--- config.mk ---
export PLATFORM = sky130hd
export DESIGN_NAME = ball_bounce
export DESIGN_NICKNAME = d
export VERILOG_FILES = /design/src/rtl/ball_bounce.sv
export SDC_FILE = /design/constraint.sdc
export NUM_CORES = 1
export LEC_CHECK = 0
export ABC_CLOCK_PERIOD_IN_PS = 6150
export CAP_MARGIN = 20
export CORE_UTILIZATION = 45
export DETAILED_ROUTE_END_ITERATION = 8
export PLACE_DENSITY = 0.67
export SKIP_CTS_REPAIR_TIMING = 1
export SLEW_MARGIN = 15
export SYNTH_ARGS = -nofsm -noshare
export SYNTH_HDL_FRONTEND = slang
export SYNTH_SLANG_ARGS = --single-unit
--- constraint.sdc ---
create_clock -name clk -period 6.15 [get_ports clk]
set_input_delay 0.615 -clock clk [delete_from_list [all_inputs] [get_ports clk]]
set_output_delay 0.615 -clock clk [all_outputs]
set_load 0.02 [all_outputs]
--- src/rtl/ball_bounce.sv ---
// Autonomous Pong ball engine.
// Steps a quarter-pixel ball position once per frame, bounces it off the top
// and bottom walls and the two paddles, emits a one-clock score pulse when a
// paddle misses, freezes the ball for a hold-off period, then recentres it and
// waits for the next serve. The renderer uses x_out[12:2] / y_out[12:2].
module ball_bounce #(
    parameter int SCREEN_W    = 640,
    parameter int SCREEN_H    = 480,
    parameter int BALL_SIZE   = 20,
    parameter int PADDLE_H    = 80,
    parameter int PADDLE_W    = 8,
    parameter int PADDLE_X_L  = 16,
    parameter int PADDLE_X_R  = 616,
    parameter int SPEED       = 8,
    parameter int HOLD_FRAMES = 60
) (
    input  logic               clk,
    input  logic               rst,
    input  logic               frame_tick,
    input  logic               serve,
    input  logic               serve_dir,
    input  logic [9:0]         paddle_l_y,
    input  logic [9:0]         paddle_r_y,
    output logic signed [12:0] x_out,
    output logic signed [12:0] y_out,
    output logic               moving,
    output logic               score_l,
    output logic               score_r
);

    // Positions are in quarter-pixels, so every pixel geometry is scaled by 4.
    localparam logic signed [12:0] X_CENTER = 13'((SCREEN_W - BALL_SIZE) / 2 * 4);
    localparam logic signed [12:0] Y_CENTER = 13'((SCREEN_H - BALL_SIZE) / 2 * 4);
    localparam logic signed [12:0] Y_MIN    = 13'sd0;
    localparam logic signed [12:0] Y_MAX    = 13'((SCREEN_H - BALL_SIZE) * 4);
    localparam logic signed [12:0] X_LIM_L  = 13'((PADDLE_X_L + PADDLE_W) * 4);
    localparam logic signed [12:0] X_LIM_R  = 13'((PADDLE_X_R - BALL_SIZE) * 4);
    localparam logic signed [12:0] STEP     = 13'(SPEED);

    // Overlap spans in pixel rows (inclusive far edge).
    localparam logic [11:0] BALL_SPAN   = 12'(BALL_SIZE - 1);
    localparam logic [11:0] PADDLE_SPAN = 12'(PADDLE_H - 1);

    localparam int          HOLD_W    = $clog2(HOLD_FRAMES);
    localparam logic [HOLD_W-1:0] HOLD_LAST = HOLD_W'(HOLD_FRAMES - 1);

    // Direction flags: dir_x 1 = right, dir_y 1 = down.
    localparam logic [1:0] ST_IDLE = 2'd0;
    localparam logic [1:0] ST_MOVE = 2'd1;
    localparam logic [1:0] ST_HOLD = 2'd2;

    logic [1:0]        state;
    logic              dir_x;
    logic              dir_y;
    logic [HOLD_W-1:0] hold_cnt;

    logic signed [12:0] nx;
    logic signed [12:0] ny;
    logic signed [12:0] x_next;
    logic signed [12:0] y_next;
    logic               dir_x_next;
    logic               dir_y_next;
    logic [11:0]        y_row;
    logic               miss_l;
    logic               miss_r;

    // True when a ball whose top pixel row is `row` overlaps a paddle at `top`.
    function automatic logic paddle_overlap(input logic [11:0] row,
                                            input logic [9:0]  top);
        logic [11:0] top_ext;
        top_ext = {2'b00, top};
        return ((row + BALL_SPAN) >= top_ext) && (row <= (top_ext + PADDLE_SPAN));
    endfunction

    // Candidate next position and directions for a MOVE-state frame step.
    always_comb begin
        // NOTE: every signal gets a default before any branch so no latch is inferred.
        nx         = dir_x ? (x_out + STEP) : (x_out - STEP);
        ny         = dir_y ? (y_out + STEP) : (y_out - STEP);
        y_next     = ny;
        dir_y_next = dir_y;
        x_next     = nx;
        dir_x_next = dir_x;
        miss_l     = 1'b0;
        miss_r     = 1'b0;

        if (ny <= Y_MIN) begin
            y_next     = Y_MIN;
            dir_y_next = 1'b1;
        end else if (ny >= Y_MAX) begin
            y_next     = Y_MAX;
            dir_y_next = 1'b0;
        end

        // The paddle test uses the row the ball is about to occupy.
        y_row = {1'b0, y_next[12:2]};

        if (!dir_x && (nx <= X_LIM_L)) begin
            x_next = X_LIM_L;
            if (paddle_overlap(y_row, paddle_l_y)) begin
                dir_x_next = 1'b1;
            end else begin
                miss_l = 1'b1;
            end
        end else if (dir_x && (nx >= X_LIM_R)) begin
            x_next = X_LIM_R;
            if (paddle_overlap(y_row, paddle_r_y)) begin
                dir_x_next = 1'b0;
            end else begin
                miss_r = 1'b1;
            end
        end
    end

    // Serve / move / hold-off state machine with the position registers.
    always_ff @(posedge clk or negedge rst) begin
        if (!rst) begin
            state    <= ST_IDLE;
            x_out    <= X_CENTER;
            y_out    <= Y_CENTER;
            dir_x    <= 1'b1;
            dir_y    <= 1'b1;
            hold_cnt <= '0;
            score_l  <= 1'b0;
            score_r  <= 1'b0;
        end else begin
            // NOTE: non-blocking assignments so every register sees pre-edge values.
            score_l <= 1'b0;
            score_r <= 1'b0;
            case (state)
                ST_IDLE: begin
                    if (serve) begin
                        state <= ST_MOVE;
                        dir_x <= serve_dir;
                    end
                end
                ST_MOVE: begin
                    if (frame_tick) begin
                        x_out <= x_next;
                        y_out <= y_next;
                        dir_x <= dir_x_next;
                        dir_y <= dir_y_next;
                        if (miss_l || miss_r) begin
                            state    <= ST_HOLD;
                            hold_cnt <= '0;
                            score_r  <= miss_l;
                            score_l  <= miss_r;
                        end
                    end
                end
                ST_HOLD: begin
                    if (frame_tick) begin
                        if (hold_cnt == HOLD_LAST) begin
                            state    <= ST_IDLE;
                            x_out    <= X_CENTER;
                            y_out    <= Y_CENTER;
                            dir_x    <= ~dir_x;
                            hold_cnt <= '0;
                        end else begin
                            hold_cnt <= hold_cnt + 1'b1;
                        end
                    end
                end
                default: state <= ST_IDLE;
            endcase
        end
    end

    assign moving = (state == ST_MOVE);

endmodule

==> impl_metrics.csv, run 1 <==
group,metric,value,unit
status,status,"finished clean",
worst_setup_path,endpoint_kind,"flip-flop",
cts,clock_tree.root_cell,"clkbuf_8",
cts,htreeDepth,2,
floorplanning,die_x,99.07,µm
worst_setup_path,crit_start,"dir_y",
worst_setup_path,crit_type,"flip-flop to flip-flop",
yosys,synth_seq_cells,33,
cells_and_area,num_antenna_cells,0,
place,hpwl,9.099,mm
cts,clk_pin_slew,0.08,ns
global_routing,grt_pass1_wl,18.66,mm
yosys,synth-warning-count,0,
drt,route.detailed.drc,0,
floorplanning,start_util,0.4611,
timing,final.setup.tns,0,ns
worst_setup_path,cp_cell_sequence,"clkinvlp_4, ha_4, nor2b_1, o31a_1, o31ai_2, a21boi_4, nor2_1, a41oi_4, and3_4, inv_1, ha_1, nor3_2, o2111ai_2, mux2i_1, ha_1, nor4_1, o21ai_0, a41o_1, a221o_1, a21o_1, o31a_1, a21oi_4, mux2_4",
timing,maxSlewViolCount,0,
cells_and_area,syn2layout_area_growth,22.34,%
flow_run,maxCapViolations,0,
cells_and_area,final_layout_size_suffix_gt1_frac,0.1331,
cts,cts_buffer_depth,2,
worst_hold_path,hp-start,"x_out[5]",
drt,via_per_inst,5.867,
timing,finalHoldViolCount,0,
yosys,synth_edf_count,0,
worst_setup_path,worstPathMaxFanout,8,
cells_and_area,final_common_cell,"ha_1",
yosys,syn_area_per_cell,8.515,µm²
place,place_congestion,0.9614,
cells_and_area,multi_input_area,3286,µm²
drt,totalWireLength,11.41,mm
global_routing,antenna_found_initial,0,
cells_and_area,fin_util,0.5641,
place,io_buffers,48,
timing,setup_violations,0,
timing,fmaxAchievable,169.8,MHz
cts,clock_latency,0.29,ns
worst_hold_path,hp-class,"flip-flop to flip-flop",
worst_setup_path,crit_buf_inv,2,
cells_and_area,layout_common_cells,"ha_1 (63), clkdlybuf4s50_1 (48), inv_1 (47)",
global_routing,grt_max_degree,34,
yosys,synthCells,498,
timing,tightest_slew,0.8286,ns
floorplanning,dieArea,9815,µm²
yosys,synth_cell_type_count,79,
place,dp.cells,666,
drt,post_drt_wl_per_cell,16.72,µm
floorplanning,num_io_pins,54,
global_routing,grt_pass1_vias,3829,
floorplanning,die_y,99.07,µm
drt,num_vias,4001,
cts,numClockSinks,33,
timing,min_period,5.888,ns
worst_setup_path,worstPathArrival,6.07,ns
drt,antenna_left,0,
worst_setup_path,path_delay_family,"compound AO/OA/AOI/OAI gates",
timing,fin_crit_sh,0.9574,
yosys,synthArstFlopShare,1.000,
global_routing,overflow,0,
timing,slew_headroom,0.4426,
cells_and_area,fill_cells,824,
cells_and_area,register_area,840.8,µm²
cells_and_area,instances_no_fill,682,
worst_setup_path,slowest_stage,"dfstp_2",
yosys,syn_area,4240,µm²
cells_and_area,num-nets-final,663,
worst_setup_path,rr_startpoint,"dir_y",
cts,tritoncts,"built",
worst_setup_path,crit_path_start_kind,"flip-flop",
timing,clock_skew,0.003862,ns
yosys,synth_top_flop_cell,"dfrtp_1",
worst_setup_path,required,6.33,ns
cts,cts_buffers,5,
worst_setup_path,critPathMaxStageDelay,0.60,ns
yosys,yosysSeqAreaShare,0.1983,
global_routing,grt.total_usage,0.2385,
drt,drt_iter0_drc,181,
floorplanning,core-area,9196,µm²
timing,whs,0.5099,ns
timing,rsz0062_at_grt,"no",
drt,firstDrtPassIters,4,
floorplanning,fp-row-count,35,
[worst paths after layout]
kind                               end  slack (ns)  depth (start not counted)
min                           x_out[5]        0.51                          2
max in group asynchronous     x_out[6]        5.09                          2
min reg2reg                   x_out[5]        0.51                          2
min in group asynchronous     x_out[9]        0.72                          2
max reg2reg                hold_cnt[0]        0.26                         23
max                        hold_cnt[0]        0.26                         23
[worst register-to-register path: cells and delay by family (launching register included)]
| kind | cells | cell delay (ns) |
|---|---|---|
| AOI/OAI and AO/OA | 11 | 2.70 |
| adders and majority gates | 3 | 0.72 |
| buffers and inverters | 2 | 0.29 |
| DFF | 1 | 0.60 |
| muxes | 2 | 0.51 |
| and+or+nand+nor | 5 | 0.94 |
[cell type report]
cell class,instances,share of cell area
repair buffers,67,0.1201
clock buffers,5,0.01327
well taps,111,0.02677
multi-input cells,415,0.6334
clock inverters,3,0.008924
flip-flops and latches,33,0.1621
inverters,48,0.03546
[synth_stat cells, types with 4 or more instances]
master / number / share of area
dfrtp_1: 21 / 0.12
o2111ai_1: 7 / 0.014
o22a_1: 5 / 0.010
and2_1: 8 / 0.012
o21ai_0: 27 / 0.032
a22o_1: 4 / 0.0083
nand3_1: 17 / 0.020
and3_1: 7 / 0.010
a31oi_1: 8 / 0.012
nor3_1: 14 / 0.017
nand4_1: 5 / 0.0074
dfstp_2: 12 / 0.074
inv_1: 48 / 0.042
o31ai_1: 5 / 0.0089
nand2_1: 27 / 0.024
o21a_1: 6 / 0.011
mux2i_1: 5 / 0.012
nand2b_1: 8 / 0.012
nor2_1: 31 / 0.027
o31a_1: 4 / 0.0083
buf_4: 5 / 0.0089
xor2_1: 8 / 0.017
nor2b_1: 8 / 0.012
ha_1: 66 / 0.19
o211ai_1: 6 / 0.011
xnor2_1: 24 / 0.050
a21oi_1: 26 / 0.031
a21o_1: 5 / 0.0089
[flip-flops by register name, indices dropped and copies added, names as in the netlist]
register / cells
score_r: 1
dir_y: 1
x_out: 10
score_l: 1
dir_x: 1
hold_cnt: 6
state: 2
y_out: 11
[per-layer routing]
metal | share of wire | track usage
met5 | 0 | 0
met2 | 0.47 | 0.4094
met4 | 0.023 | 0.07240
met3 | 0.033 | 0.02624
met1 | 0.47 | 0.3153
[metrics by stage]
stage,area [µm²],worst slack (ns)
4_1_cts,5020,-0.04215
5_1_grt,5187,0.02069
3_5_place_dp,4905,-0.02751
2_1_floorplan,4278,0.5800
6_report,5187,0.2622
3_3_place_gp,4905,0.2473
[logic make-up after synthesis]
family          count (synthesis)  synth area share
compound gates                152            0.2759
xor+xnor                       32           0.06610
fa+ha+maj                      68            0.2042
buf+inv                        60           0.06019
flops                          33            0.1983
mux                             6           0.01534
other cells                     1         0.0008844
simple gates                  146            0.1791
Power of run 1 is not shown: default switching activity piles up to over one toggle a cycle in this logic, so the estimate is an artifact.
==> inputs of run 2 (changes only) <==
Settings changed: SLEW_MARGIN 15 to not set.
==> results of run 2 <==
The final DEF is identical to that of run 1; final timing and power are the same.
Power of run 2 is left out for the same reason.
